$ cat config.mk
export PLATFORM = sky130hd
export DESIGN_NAME = pc_sequencer
export DESIGN_NICKNAME = d
export VERILOG_FILES = /design/src/rtl/pc_sequencer.sv
export SDC_FILE = /design/constraint.sdc
export NUM_CORES = 1
export LEC_CHECK = 0
export CELL_PAD_IN_SITES_DETAIL_PLACEMENT = 0
export CELL_PAD_IN_SITES_GLOBAL_PLACEMENT = 1
export CORE_ASPECT_RATIO = 1.4
export CORE_MARGIN = 2
export CORE_UTILIZATION = 45
export DETAILED_ROUTE_END_ITERATION = 8
export GPL_ROUTABILITY_DRIVEN = 0
export PLACE_DENSITY = 0.79
export SYNTH_ARGS = -nofsm -noshare
export SYNTH_HDL_FRONTEND = slang
export SYNTH_SLANG_ARGS = --single-unit
$ cat constraint.sdc
create_clock -name clk -period 4.55 [get_ports clk]
set_clock_uncertainty 0.05 [all_clocks]
set_input_delay 0.455 -clock clk [delete_from_list [all_inputs] [get_ports clk]]
set_output_delay 0.455 -clock clk [all_outputs]
set_load 0.03 [all_outputs]
$ cat src/rtl/pc_sequencer.sv
// Registered program-counter sequencer for the miniRISC fetch stage.
// Sequential/branch/jump/call/return selection with stall and a circular return-address stack.
module pc_sequencer #(
    parameter int unsigned        ADDR_W    = 32,
    parameter int unsigned        STEP      = 4,
    parameter logic [ADDR_W-1:0]  RESET_PC  = '0,
    parameter int unsigned        RAS_DEPTH = 4
) (
    input  logic                        clk,
    input  logic                        rst,
    input  logic                        stall,
    input  logic                        JCout,
    input  logic                        UncondJump,
    input  logic                        Call,
    input  logic                        Ret,
    input  logic [ADDR_W-1:0]           JumpAddr,
    output logic [ADDR_W-1:0]           PC,
    output logic [ADDR_W-1:0]           PCnext,
    output logic [$clog2(RAS_DEPTH):0]  ras_count,
    output logic                        ras_overflow,
    output logic                        ras_underflow
);

    localparam int unsigned PTR_W = $clog2(RAS_DEPTH);
    localparam int unsigned CNT_W = PTR_W + 1;

    logic [ADDR_W-1:0] r_pc;
    logic [PTR_W-1:0]  r_ptr;
    logic [CNT_W-1:0]  r_count;
    logic              r_overflow;
    logic              r_underflow;
    logic [ADDR_W-1:0] r_ras [RAS_DEPTH];

    logic [ADDR_W-1:0] w_seq;
    logic [PTR_W-1:0]  w_top_idx;
    logic [ADDR_W-1:0] w_top;
    logic              w_empty;
    logic              w_full;

    logic [ADDR_W-1:0] w_pc_nxt;
    logic [PTR_W-1:0]  w_ptr_nxt;
    logic [CNT_W-1:0]  w_count_nxt;
    logic              w_overflow_nxt;
    logic              w_underflow_nxt;
    logic              w_wr_en;
    logic [PTR_W-1:0]  w_wr_idx;

    // r_ptr addresses the next free slot; the top of stack sits just below it.
    assign w_seq     = r_pc + ADDR_W'(STEP);
    assign w_top_idx = r_ptr - PTR_W'(1);
    assign w_top     = r_ras[w_top_idx];
    assign w_empty   = (r_count == CNT_W'(0));
    assign w_full    = (r_count == CNT_W'(RAS_DEPTH));

    // Next PC / RAS decision: Ret > Call > jump > sequential.
    always_comb begin
        w_pc_nxt        = w_seq;
        w_ptr_nxt       = r_ptr;
        w_count_nxt     = r_count;
        w_overflow_nxt  = 1'b0;
        w_underflow_nxt = 1'b0;
        w_wr_en         = 1'b0;
        w_wr_idx        = r_ptr;

        if (rst) begin
            w_pc_nxt    = RESET_PC;
            w_ptr_nxt   = '0;
            w_count_nxt = '0;
        end else if (stall) begin
            w_pc_nxt = r_pc;
        end else if (Ret && Call) begin
            if (w_empty) begin
                w_pc_nxt        = JumpAddr;
                w_wr_en         = 1'b1;
                w_ptr_nxt       = r_ptr + PTR_W'(1);
                w_count_nxt     = r_count + CNT_W'(1);
                w_underflow_nxt = 1'b1;
            end else begin
                // Swap: return to top and leave the new link in its place.
                w_pc_nxt = w_top;
                w_wr_en  = 1'b1;
                w_wr_idx = w_top_idx;
            end
        end else if (Ret) begin
            if (w_empty) begin
                w_underflow_nxt = 1'b1;
            end else begin
                w_pc_nxt    = w_top;
                w_ptr_nxt   = w_top_idx;
                w_count_nxt = r_count - CNT_W'(1);
            end
        end else if (Call) begin
            w_pc_nxt  = JumpAddr;
            w_wr_en   = 1'b1;
            w_ptr_nxt = r_ptr + PTR_W'(1);
            // A full stack has its oldest entry at r_ptr, so the push evicts it.
            if (w_full) begin
                w_overflow_nxt = 1'b1;
            end else begin
                w_count_nxt = r_count + CNT_W'(1);
            end
        end else if (JCout || UncondJump) begin
            w_pc_nxt = JumpAddr;
        end
    end

    always_ff @(posedge clk) begin
        if (rst) begin
            r_pc        <= RESET_PC;
            r_ptr       <= '0;
            r_count     <= '0;
            r_overflow  <= 1'b0;
            r_underflow <= 1'b0;
        end else begin
            r_pc        <= w_pc_nxt;
            r_ptr       <= w_ptr_nxt;
            r_count     <= w_count_nxt;
            r_overflow  <= w_overflow_nxt;
            r_underflow <= w_underflow_nxt;
        end
    end

    // Stack storage needs no reset; r_count qualifies the entries.
    always_ff @(posedge clk) begin
        if (w_wr_en) begin
            r_ras[w_wr_idx] <= w_seq;
        end
    end

    assign PC            = r_pc;
    assign PCnext        = w_pc_nxt;
    assign ras_count     = r_count;
    assign ras_overflow  = r_overflow;
    assign ras_underflow = r_underflow;

endmodule

==> impl_results.md, run 1 <==
- FILL cells: between 1k and 1.5k
- Clock power share: between 30 and 40%
- Worst hold endpoint: r_ras[1][0]
- Critical Path End Type: output port
- Power density over cell area: 403 nW/µm²
- Leakage power total: 3.45 nW
- Die height: 162 µm
- Die area: 18900 µm²
- CP Class: flip-flop to output port
- DRC viols: 0
- Commonest cells after routing, fill and taps aside: edfxtp_1 (128), clkdlybuf4s50_1 (90), nand2_1 (46)
- Clock-pin slew on the worst setup and hold paths: about 0.06 ns
- Gr usage total: 24.1%
- Design area: about 10000 µm²
- Slew HR: 32.1%
- Syn avg cell area: 12.7 µm²
- Synth unique cells: 69
- Share of cells above drive strength 1: 18.9%
- Final global-route overflow total: 0
- Switch share: approximately 29%
- Biggest cell delay along the critical path: 0.76 ns
- PortBufs: between 100 and 150
- Async SR Flop Fraction: 0%
- Synthesized Nets: 675
- Diodes inserted: 0
- CP Depth: 7
- Via count: approximately 6k
- Slowest stage cell, crit path: nor4_4
- CTS max path bufs: 2
- Logic pwr share: 20.4%
- Net switching power: approximately 1.2 mW
- P_int: 2.89 mW
- Post-DR vias/cell: 6.07
- IO Pins: 108
- Crit path cell chain: ha_1, nand3_1, nor4_4, a31oi_1, o31ai_1, o21ai_0, clkdlybuf4s50_1
- Starting Density: 46.1%
- # setup viols final: 0
- Synth top area share: 47.9%
- R2r startpoint: ras_count[0]
- CP Data Arrival Time: 3.51 ns
- Hold_sp: PC[0]
- CTS Hold Bufs: 0
- Area added between synthesis and finish: 25.6%
- Slew Limit Fails: 0
- CTS tree: yes
- Ys Warns: 0
- Post-synth EDFFs: 128
- CP Max Fanout: 9
- Largest cells by area after synthesis: edfxtp_1 (48%), dfxtp_1 (9.7%), mux4_2 (6.5%)
- WP data required: 4.05 ns
- Area of placed instances: 9510 µm²
- Synth area leader: edfxtp_1
- Setup bufs post-CTS: 0
- Fin. Hold Viols: 0
- CTS resizes: 0
- Starting DRT DRC Count: 506
- Setup_tns: 0 ns
- Wire per inst: 22.2 µm
- Area of the mapped netlist: ~8000 µm²
- Row count: 57
- Initial antenna violation count: 0
- Worst Tran Pin Value: 1.02 ns
- Critical Path Source Type: flip-flop
- Number of global-route vias before repair: 6044
- WHS Path Cells: 0
- Post-Synthesis Cells: 632
- Dpl hpwl: around 15000 µm
- Yosys reg bits: 167
- Fmax: 249 MHz
- Hold crit path type: flip-flop to flip-flop
- CTS root buf: clkbuf_16
- Largest net degree at the start of global routing: 34
- DRT antenna net count: 0
- DRT Pass-1 Iters: 6
- Clock sinks: 167
- Die X-Extent: 117 µm
- Clk Latency, worst-skew pair: 0.43 ns
- Worst r2r dst: r_ras[3][5]
- Max-Cap Viols: 0
- H-tree depth: 4
- Final min period: 4.01 ns
- Post-synthesis sequential area ratio: 57.6%
- VDD IR max: 0.000256 V
- Worst Path Buf+Inv: 1
- WL final: ~22000 µm
- Fin crit share: 88.2%
- CORE AREA: 17400 µm²
- Top delay family on crit path: simple AND/OR/NAND/NOR gates
- Predominant post-synthesis flop cell: edfxtp_1
- Most common cell after layout, fill and taps aside: edfxtp_1
- Sequential fraction of design power: 45.2%
- Status: completed
- CTS Buf Count: 17
- Reg2Reg Depth: 8
- First-pass GRT wire length: 34000 µm
- RSZ-0062 raised after global routing: no
- Nets: just under 800
- Reg2Reg Setup Slack: 1.20 ns
-- through the flow --
step | instances | util, % | hold WS, ns | setup WS, ns | power, mW
2_1_floorplan | 632 | - | 0.427 | 0.531 | 2.35
3_3_place_gp | 959 | 54.7 | 0.476 | 0.931 | 2.67
3_5_place_dp | 959 | 54.7 | 0.487 | 0.900 | 2.69
4_1_cts | 991 | 57.9 | 0.491 | 0.600 | 4.07
5_1_grt | 991 | 57.9 | 0.517 | 0.335 | 4.20
6_report | 991 | 57.9 | 0.489 | 0.536 | 4.06
-- worst max path at each step --
stage                       from          end  slack, ns
finish                     PC[3]   PCnext[24]       0.54
global route              PC[17]   PCnext[29]       0.34
CTS                        PC[3]   PCnext[24]       0.60
detailed placement           Ret   PCnext[25]       0.90
global placement             Ret   PCnext[25]       0.93
floorplan           ras_count[0]  r_ras[3][0]       0.53
-- sequential cells by signal, summed over array words and instances, names as in the netlist --
signal	cells
PC	32
r_ptr	2
r_ras	128
ras_count	3
ras_overflow	1
ras_underflow	1
-- metal layers --
metal,up-vias,share of wire (%),GRT usage (%)
li1,2704,-,-
met1,3015,40,30.7
met2,264,51,39.9
met3,36,6.1,4.29
met4,0,2.9,11.0
met5,-,0,0
-- synthesized netlist by cell type (14+ instances only) --
| library cell | number |
|---|---|
| mux2i_1 | 17 |
| dfxtp_1 | 39 |
| nor2_1 | 22 |
| nand3_1 | 19 |
| edfxtp_1 | 128 |
| nand2_1 | 46 |
| mux4_2 | 23 |
| a21oi_1 | 36 |
| clkbuf_1 | 28 |
| inv_1 | 16 |
| o21ai_0 | 32 |
| a21o_1 | 14 |
| xnor2_1 | 19 |
-- logic make-up (layout without fill, tap and decap cells) --
logic type,Yosys count,count (layout),share of synthesized area (%)
AO/OA/AOI/OAI,176,176,15.8
flip-flops,167,167,57.6
AND/OR/NAND/NOR,153,153,10.6
buffers and inverters,61,184,3.18
multiplexers,46,46,9.42
XOR/XNOR,25,25,2.73
adder cells (fa/ha/maj),4,4,0.624
-- power groups by stage --
| stage | Sequential [mW] | Combinational, mW | Clock (mW) |
|---|---|---|---|
| 5_1_grt | 1.84 | 0.883 | 1.47 |
| 6_report | 1.83 | 0.827 | 1.40 |
| 3_5_place_dp | 1.87 | 0.824 | 0 |
| 3_3_place_gp | 1.86 | 0.811 | 0 |
| 2_1_floorplan | 1.87 | 0.479 | 0 |
| 4_1_cts | 1.83 | 0.829 | 1.41 |
-- layout make-up --
type                       count  area [µm²]  share of cell area (%)
tap                          236         295                    2.93
sequential                   167        4630                    45.9
inverter                      17        63.8                   0.633
multi-input combinational    404        3170                    31.5
clock inverter                12         131                    1.30
timing repair buffer         135        1350                    13.4
clock buffer                  20         437                    4.33
Note: power is estimated with default switching activity, not from simulation.
==> inputs of run 2 (changes only) <==
Settings changed: GPL_ROUTABILITY_DRIVEN 0 to default.
==> results of run 2 <==
The final DEF is identical to that of run 1; final timing and power are the same.
==> inputs of run 3 (changes only) <==
Settings changed: GPL_TIMING_DRIVEN from default to 0.
Clock period 4.55 ns to 4.2 ns, I/O delays scaled along.
==> impl_results.md, run 3 (synthesis gave the netlist of run 1 again) <==
- DRT antenna net count: 0 (unchanged)
- WL final: 24200 µm (+10%)
- Most common cell after layout, fill and taps aside: edfxtp_1
- Slew Limit Fails: 0 (unchanged)
- PortBufs: 107 (unchanged)
- Design area: 10200 µm² (+1.6%)
- Row count: 57 (unchanged)
- Clk Latency, worst-skew pair: 0.44 ns (about the same)
- DRC viols: 0 (unchanged)
- Critical Path End Type: output port
- CORE AREA: 17400 µm² (unchanged)
- FILL cells: 1495 (+1.4%)
- Worst Path Buf+Inv: 4 (+3)
- CP Class: input pin to output port
- Commonest cells after routing, fill and taps aside: edfxtp_1 (128), clkdlybuf4s50_1 (107), nand2_1 (46)
- RSZ-0062 raised after global routing: no
- Net switching power: 1.28 mW (+9.7%)
- Power density over cell area: 440 nW/µm² (+9.3%)
- Nets: 811 (+3.3%)
- Number of global-route vias before repair: 6411 (+6.1%)
- Wire per inst: 23.8 µm (+7.3%)
- CTS root buf: clkbuf_16
- Die height: 162 µm (unchanged)
- CTS max path bufs: 2 (unchanged)
- Biggest cell delay along the critical path: 0.59 ns (-0.17 ns)
- Share of cells above drive strength 1: 17.2% (-1.8 points)
- Cell repeated most along the worst path: clkdlybuf4s50_1
- Switch share: 28.3% (-0.38 points)
- Final min period: 4.10 ns
- Clock sinks: 167 (unchanged)
- Clock-pin slew on the worst setup and hold paths: 0.06 ns (about the same)
- Fin. Hold Viols: 0 (unchanged)
- Starting Density: 46.1% (unchanged)
- Post-DR vias/cell: 6.16 (+1.4%)
- Clock power share: 35.4% (+1.0 points)
- Status: completed
- Gr usage total: 26.4% (+2.3 points)
- WP data required: 3.73 ns (-0.32 ns)
- First-pass GRT wire length: 36500 µm (+7.4%)
- Logic pwr share: 21.6% (+1.2 points)
- Starting DRT DRC Count: 645 (+27%)
- CTS Buf Count: 17 (unchanged)
- Die area: 18900 µm² (unchanged)
- Area of placed instances: 9520 µm² (+0.14%)
- Worst Tran Pin Value: 0.905 ns (-0.113 ns)
- Top delay family on crit path: buffers and inverters
- Largest net degree at the start of global routing: 25 (-26%)
- Final GP Congestion: 0.891
- DRT Pass-1 Iters: 5 (-1)
- Fin crit share: between 90% and 100%
- H-tree depth: 4 (unchanged)
- Max reg flops: 128 (unchanged)
- Slowest stage cell, crit path: clkdlybuf4s50_1
- Max-Cap Viols: 0 (unchanged)
- Slew HR: 39.2% (+7.1 points)
- Sequential fraction of design power: 43.0% (-2.2 points)
- Via count: 6264 (+4.1%)
- Final global-route overflow total: 0 (unchanged)
- Crit path cell chain: clkdlybuf4s50_1, clkbuf_1, clkinv_1, nand2_1, o21ai_0, a211o_2, clkdlybuf4s50_1
- Dpl hpwl: 16800 µm (+11%)
- Top reg by flops: r_ras
- Diodes inserted: 0 (unchanged)
- # setup viols final: 0 (unchanged)
- IO Pins: 108 (unchanged)
- Die X-Extent: 117 µm (unchanged)
- CP Data Arrival Time: 3.63 ns (+0.12 ns)
- Hold crit path type: flip-flop to flip-flop
- Critical Path Source Type: input pin
- Initial antenna violation count: 0 (unchanged)
- Fmax: 244 MHz
- CP Max Fanout: 10 (+1)
- Leakage power total: 3.53 nW (+2.4%)
- Total power: 4.51 mW (+11%)
- VDD IR max: 0.000288 V (+12%)
- Area added between synthesis and finish: 27.6%
- P_int: 3.23 mW (+12%)
- CTS tree: yes
-- run 3: cell count changes in the layout (fill, tap and decap cells not counted), moves of 3 or more --
cell	delta
clkbuf_8	+3
clkbuf_1	+21
clkinvlp_4	-5
clkdlybuf4s50_1	+17
buf_2	+8
clkbuf_2	+10
buf_4	-26
nor2_4	+3
buf_12	-7
-- run 3: final cells by class --
cell class	instances	area, µm²	share of cell area [%]
Sequential cell	167	4620	45.1
Multi-Input combinational cell	404	3240	31.7
Timing Repair Buffer	117	1210	11.8
Clock buffer	23	478	4.67
Tap cell	236	295	2.88
Buffer	44	203	1.98
Clock inverter	9	125	1.22
Inverter	17	63.8	0.623
-- run 3: metal layers --
layer	global-route usage (%)	share of wire, %
met5	0	0
met4	10.9	2.8
met3	4.89	7.0
met2	45.1	52
met1	32.6	38
-- run 3: power by group through the flow --
stage          clock (mW)  sequential [mW]  combinational [mW]
6_report             1.60             1.94               0.975
5_1_grt              1.67             1.95                1.04
4_1_cts              1.60             1.94               0.969
3_5_place_dp            0             1.97               0.957
3_3_place_gp            0             1.97               0.929
2_1_floorplan           0             2.03               0.519
-- run 3: final timing paths --
path / slack [ns] / depth (start not counted) / startpoint / to
worst max-delay path: 0.10 / 7 / rst / PCnext[25]
worst min register to register: 0.49 / 0 / PC[0] / r_ras[0][0]
worst min-delay path: 0.49 / 0 / PC[0] / r_ras[0][0]
worst max register to register: 0.61 / 9 / ras_count[0] / r_ras[1][7]
-- run 3: through the flow --
| step | setup WS (ns) | util, % | TNS, ns | std cells | hold slack (ns) |
|---|---|---|---|---|---|
| after floorplan | 0.181 | - | 0 | 632 | 0.427 |
| after global placement | -1.92 | 54.0 | -209.27 | 975 | 0.474 |
| after detailed placement | -0.367 | 54.7 | -3.81 | 979 | 0.493 |
| after CTS | 0.0124 | 58.4 | 0 | 1011 | 0.500 |
| after global routing | 0.00408 | 58.9 | 0 | 1017 | 0.512 |
| final | 0.102 | 58.9 | 0 | 1017 | 0.486 |
-- run 3: timing repair --
item                       in CTS  in global routing
pin swaps                       0                  2
setup endpoints to repair      26                 18
hold buffers                    0                  0
cloned                          0                  0
setup buffers                   0                  6
resized for setup              10                 12
